`config.mk`:
```
export PLATFORM = sky130hd
export DESIGN_NAME = sign_narrower
export DESIGN_NICKNAME = d
export VERILOG_FILES = /design/src/rtl/sign_ext_pkg.sv /design/src/rtl/narrow_fit_check.sv /design/src/rtl/sign_narrower.sv
export SDC_FILE = /design/constraint.sdc
export NUM_CORES = 1
export LEC_CHECK = 0
export BUFFER_PORTS_ARGS = -buffer_cell sky130_fd_sc_hd__buf_2
export CAP_MARGIN = 15
export CORE_UTILIZATION = 43
export CTS_CLUSTER_SIZE = 12
export DETAILED_ROUTE_END_ITERATION = 8
export PLACE_DENSITY = 0.71
export SLEW_MARGIN = 20
export SYNTH_ARGS = -nofsm -noshare
export SYNTH_HDL_FRONTEND = slang
export SYNTH_SLANG_ARGS = --single-unit
```
`constraint.sdc`:
```
create_clock -name clk -period 1.5 [get_ports clk]
set_input_delay 0.075 -clock clk [delete_from_list [all_inputs] [get_ports clk]]
set_output_delay 0.075 -clock clk [all_outputs]
set_load 0.02 [all_outputs]
```
`src/rtl/sign_ext_pkg.sv`:
```
`default_nettype none
// ============================================================================
// Module      : sign_ext_pkg
// Description : Shared width defaults and narrow-range helpers used by the
//               sign-extension and sign-narrowing datapath units.
// Revision    : 1.0 - initial release
// ============================================================================
package sign_ext_pkg;

  localparam int DEFAULT_REG_DATA_WIDTH = 16;
  localparam int DEFAULT_DATA_2_WIDTH   = 4;

  // Largest value representable in a signed field of the given width.
  function automatic int narrow_max(input int width);
    return (1 << (width - 1)) - 1;
  endfunction

  // Smallest value representable in a signed field of the given width.
  function automatic int narrow_min(input int width);
    return -(1 << (width - 1));
  endfunction

endpackage
`default_nettype wire

```
`src/rtl/narrow_fit_check.sv`:
```
`default_nettype none
// ============================================================================
// Module      : narrow_fit_check
// Description : Combinational range check. A wide signed value fits a narrow
//               signed field when every bit from the wide MSB down to the
//               narrow sign bit carries the same value.
// Revision    : 1.0 - initial release
// ============================================================================
module narrow_fit_check
  import sign_ext_pkg::*;
#(
  parameter int REG_DATA_WIDTH = DEFAULT_REG_DATA_WIDTH,
  parameter int DATA_2_WIDTH   = DEFAULT_DATA_2_WIDTH
) (
  input  logic [REG_DATA_WIDTH-1:0] data_in,
  output logic                      fit,
  output logic                      sign
);

  // Bits that must all replicate the narrow field's sign bit.
  logic [REG_DATA_WIDTH-DATA_2_WIDTH:0] upper;
  // Low bits carry the narrow magnitude only; they play no part in the check.
  logic [DATA_2_WIDTH-2:0]              unused_low;

  assign upper      = data_in[REG_DATA_WIDTH-1:DATA_2_WIDTH-1];
  assign unused_low = data_in[DATA_2_WIDTH-2:0];

  assign fit  = (&upper) | ~(|upper);
  assign sign = data_in[REG_DATA_WIDTH-1];

endmodule
`default_nettype wire

```
`src/rtl/sign_narrower.sv`:
```
`default_nettype none
// ============================================================================
// Module      : sign_narrower
// Description : Narrows a register-width signed value to a DATA_2_WIDTH
//               signed field through a two-stage valid/ready pipeline.
//               Out-of-range values are flagged and counted (saturating).
//               Build option SIGN_NARROWER_SATURATE_EN: when defined,
//               out-of-range values clamp to max/min; otherwise they wrap.
// Revision    : 1.0 - initial release
// ============================================================================
module sign_narrower
  import sign_ext_pkg::*;
#(
  parameter int REG_DATA_WIDTH = DEFAULT_REG_DATA_WIDTH,
  parameter int DATA_2_WIDTH   = DEFAULT_DATA_2_WIDTH,
  parameter int CNT_WIDTH      = 8
) (
  input  logic                      clk,
  input  logic                      rst_n,
  input  logic                      in_valid,
  output logic                      in_ready,
  input  logic [REG_DATA_WIDTH-1:0] data_in,
  output logic                      out_valid,
  input  logic                      out_ready,
  output logic [DATA_2_WIDTH-1:0]   data_out,
  output logic                      out_ovf,
  input  logic                      clr_count,
  output logic [CNT_WIDTH-1:0]      ovf_count
);

  localparam logic [CNT_WIDTH-1:0] CNT_MAX = '1;

  logic                    fit;
  logic                    sign;
  logic                    s1_valid;
  logic [DATA_2_WIDTH-1:0] s1_low;
  logic                    s1_fit;
  logic                    s1_sign;
  logic                    s2_adv;
  logic                    s1_en;
  logic [DATA_2_WIDTH-1:0] narrowed;

  narrow_fit_check #(
    .REG_DATA_WIDTH (REG_DATA_WIDTH),
    .DATA_2_WIDTH   (DATA_2_WIDTH)
  ) u_fit_check (
    .data_in (data_in),
    .fit     (fit),
    .sign    (sign)
  );

  // Stage 2 frees up when empty or being drained; stage 1 then follows.
  assign s2_adv   = !out_valid || out_ready;
  assign s1_en    = !s1_valid || s2_adv;
  assign in_ready = s1_en;

`ifdef SIGN_NARROWER_SATURATE_EN
  localparam logic [DATA_2_WIDTH-1:0] SAT_MAX = DATA_2_WIDTH'(narrow_max(DATA_2_WIDTH));
  localparam logic [DATA_2_WIDTH-1:0] SAT_MIN = DATA_2_WIDTH'(narrow_min(DATA_2_WIDTH));

  // Out-of-range values clamp toward the side given by the wide sign bit.
  assign narrowed = s1_fit ? s1_low : (s1_sign ? SAT_MIN : SAT_MAX);
`else
  // Wrapping keeps the low bits regardless of range; the sign is not needed.
  logic unused_sign;
  assign unused_sign = s1_sign;
  assign narrowed    = s1_low;
`endif

  // Stage 1: capture the low field plus range/sign info of an accepted word.
  always_ff @(posedge clk or negedge rst_n) begin
    if (!rst_n) begin
      s1_valid <= 1'b0;
      s1_low   <= '0;
      s1_fit   <= 1'b0;
      s1_sign  <= 1'b0;
    end else if (s1_en) begin
      s1_valid <= in_valid;
      if (in_valid) begin
        s1_low  <= data_in[DATA_2_WIDTH-1:0];
        s1_fit  <= fit;
        s1_sign <= sign;
      end
    end
  end

  // Stage 2: present the narrowed result, held stable while stalled.
  always_ff @(posedge clk or negedge rst_n) begin
    if (!rst_n) begin
      out_valid <= 1'b0;
      data_out  <= '0;
      out_ovf   <= 1'b0;
    end else if (s2_adv) begin
      out_valid <= s1_valid;
      if (s1_valid) begin
        data_out <= narrowed;
        out_ovf  <= !s1_fit;
      end
    end
  end

  // Overflow event counter: counts handed-off overflow results, sticks at max,
  // and a clear always takes priority over a coincident increment.
  always_ff @(posedge clk or negedge rst_n) begin
    if (!rst_n) begin
      ovf_count <= '0;
    end else if (clr_count) begin
      ovf_count <= '0;
    end else if (out_valid && out_ready && out_ovf && (ovf_count != CNT_MAX)) begin
      ovf_count <= ovf_count + 1'b1;
    end
  end

endmodule
`default_nettype wire

```
==> results.json <==
{
  "period_minus_slack_ps": 1450,
  "worst-path-stages": 3,
  "cp-start-kind": "flip-flop",
  "hold-path-cell-count": 2,
  "synth_edf_count": 0,
  "hold_violations": 0,
  "grt_pass1_wl_um": 3950,
  "wl_per_cell_um": 13.2,
  "cts.sinks": 20,
  "antennaDiodeCount": 0,
  "htree_levels": 1,
  "maxCapViolations": 0,
  "grt_max_degree": 21,
  "cp.required_ps": 1710,
  "cts_tree": "built",
  "fmax_ghz": 0.690,
  "cts_buffer_depth": 2,
  "cp.arrival_ps": 1660,
  "wl_met2_um": 1080,
  "cp_cell_sequence": "nand3_2, or4_1, a221oi_2",
  "regToRegSetupSlack_ps": 50,
  "synth_cell_types": 29,
  "syn-instance-count": 90,
  "syn_area_um2": 988,
  "reg2reg_from": "ovf_count[4]$_DFFE_PN0P_",
  "rr_endpoint": "ovf_count[7]$_DFFE_PN0P_",
  "dr.first_iter.drc_count": 17,
  "async_flop_share_pct": 100,
  "wl_met3_um": 120,
  "place.gp.congestion": 0.874,
  "p_per_area_mw_per_mm2": 1040,
  "slowest_stage": "or4_1",
  "boundaryPins": 36,
  "cts.clk_slew.worst_paths_ps": 120,
  "r2r_cells": 3,
  "postRouteWirelength_um": 2170,
  "hold_path.class": "in -> reg",
  "finalCritPeriodShare_pct": 96.7,
  "min_to": "narrowed[3]$_DFFE_PN0P_",
  "peakVddDrop_uv": 872,
  "grt_pass1_vias": 936,
  "worstMarginPinSlew_ps": 446,
  "dr.pass1.iters": 4,
  "ys_ff_latch": 20,
  "end_kind": "flip-flop",
  "drtAntennaViolNets": 0,
  "clkLatencyLatePin_ps": 310,
  "initial_utilization_pct": 47.9,
  "cpPeakStageDelay_ps": 550,
  "antenna_found_initial": 0,
  "cts_buffers": 3,
  "ys_seq_area_share_pct": 50.6,
  "vias": 928,
  "rows": 16,
  "vias_per_cell": 5.66,
  "hold_start": "data_in[3]",
  "power.leakage_nw": 0.606,
  "path_max_fanout": 6,
  "drt-met1-wl_um": 930,
  "grt-ovfl-total": 0,
  "avgSynthCellArea_um2": 11.0,
  "dieArea_mm2": 0.00249,
  "rsz0062_at_grt": "false",
  "setup_violations": 0,
  "fin_tns_setup_ps": 0,
  "grtUsageTotal_pct": 21.3,
  "syn_nets": 112,
  "synth_flop_cell": "dfrtp_1",
  "fin_util_pct": 65.0,
  "topRoutingLayerUsed": "met4",
  "area_delta_synth_final_pct": 35.6,
  "die_x_um": 49.9,
  "skew_ps": 8.65,
  "cts-root-buf": "clkbuf_4",
  "yosys_warnings": 0,
  "port_buffers": 35,
  "drive_gt1_share_pct": 46.0,
  "layout.nets": 160,
  "drc_errors": 0,
  "maxSlewViolCount": 0,
  "die-height_um": 49.9,
  "core_area_mm2": 0.00206,
  "criticalPathCategory": "reg -> reg",
  "outcome": "finished, final reports clean",
  "crit_buf_inv": 0,
  "path_delay_family": "simple AND/OR/NAND/NOR gates",
  "relSlewSlack_pct": 70.3,
  "place_hpwl_um": 1660
}
routing by layer:
layer	vias to the layer above	global-route usage (%)
met5	-	0
met4	0	7.14
met3	4	5.56
met2	40	38.1
met1	443	24.3
li1	441	-
state kept, by name (all words and copies together), names as in the netlist:
register / flops
ovf_count: 8
data_out: 4
narrowed: 4
out_ovf: 1
out_valid: 1
s1_fit: 1
s1_valid: 1
cell type report:
type                            count  area (um^2)
Tap cell                           27         33.8
Clock inverter                      1         30.0
Timing Repair Buffer               44          255
Fill cell                         164          722
Clock buffer                        3         22.5
Inverter                            3         11.3
Multi-Input combinational cell     66          480
Sequential cell                    20          507
metrics by stage:
stage          hold slack, ps  power, mW  std cells  setup slack (ps)  cell area (um^2)
2_1_floorplan            -221      0.816         90              3.34              1000
3_3_place_gp             43.5      0.936        154              80.1              1230
3_5_place_dp             43.1      0.945        154              41.4              1230
4_1_cts                  13.3       1.40        163              24.8              1330
5_1_grt                  20.4       1.46        164              3.00              1340
6_report                 22.3       1.39        164              50.2              1340
how the worst max path moves through the flow:
stage                                   from                       end  slack [ps]
floorplan              out_valid$_DFFE_PN0P_  ovf_count[7]$_DFFE_PN0P_           3
global placement    ovf_count[0]$_DFFE_PN0P_  ovf_count[0]$_DFFE_PN0P_          80
detailed placement  ovf_count[2]$_DFFE_PN0P_  ovf_count[7]$_DFFE_PN0P_          40
CTS                 ovf_count[2]$_DFFE_PN0P_  ovf_count[7]$_DFFE_PN0P_          20
global route        ovf_count[4]$_DFFE_PN0P_  ovf_count[7]$_DFFE_PN0P_           3
finish              ovf_count[4]$_DFFE_PN0P_  ovf_count[7]$_DFFE_PN0P_          50
cells in the mapped netlist, types with 2 or more instances:
cell type | n | area (um^2)
mux2i_1 | 2 | 20.0
nand2_1 | 9 | 33.8
nor2_1 | 5 | 18.8
nand2b_1 | 3 | 18.8
nand3_1 | 3 | 15.0
a21oi_1 | 3 | 15.0
mux2_2 | 9 | 101
a211oi_1 | 3 | 22.5
nor4_1 | 3 | 18.8
dfrtp_1 | 20 | 500
or4_1 | 2 | 15.0
nor3_1 | 2 | 10.0
nand4_1 | 4 | 25.0
and4_1 | 3 | 26.3
a41oi_1 | 3 | 26.3
inv_1 | 3 | 11.3
layout by cell type, fill, tap and decap left out, drive strengths merged, types with 2 or more instances in the layout:
cell          n
buf          39
dfrtp        20
mux2          9
nand2         9
nor2          5
dlygate4sd3   5
nand4         4
nand3         4
inv           3
and4          3
nand2b        3
nor4          3
a41oi         3
a211oi        3
clkbuf        3
a21oi         3
mux2i         2
nor3          2
or4           2
and3          2
power by group:
| group | leakage [nW] | internal, mW | switching (mW) | total, mW |
|---|---|---|---|---|
| sequential | 0.242 | 0.604 | 0.0394 | 0.643 |
| clock | 0.0279 | 0.270 | 0.172 | 0.442 |
| combinational | 0.337 | 0.142 | 0.161 | 0.303 |
| total | 0.606 | 1.02 | 0.372 | 1.39 |
worst register-to-register path, stage by stage (launching register included):
cell and delay [ps]:
dfrtp_1 460, nand3_2 110, or4_1 550, a221oi_2 240
cell families (layout without fill, tap and decap cells):
| group | after synthesis | after routing | share of synthesized area, % |
|---|---|---|---|
| flops | 20 | 20 | 50.6 |
| buf+inv | 4 | 51 | 1.65 |
| compound gates | 15 | 15 | 12.0 |
| simple gates | 39 | 39 | 22.2 |
| mux | 11 | 11 | 12.3 |
| fa+ha+maj | 1 | 1 | 1.27 |
timing repair:
item                                   in CTS  in global routing
endpoints found under the hold margin      24                  0
setup buffers                               0                  1
setup endpoints to repair                   0                  2
gates resized for setup                     0                  3
hold buffers                                5                  0
Note: power is estimated with default switching activity, not from simulation.
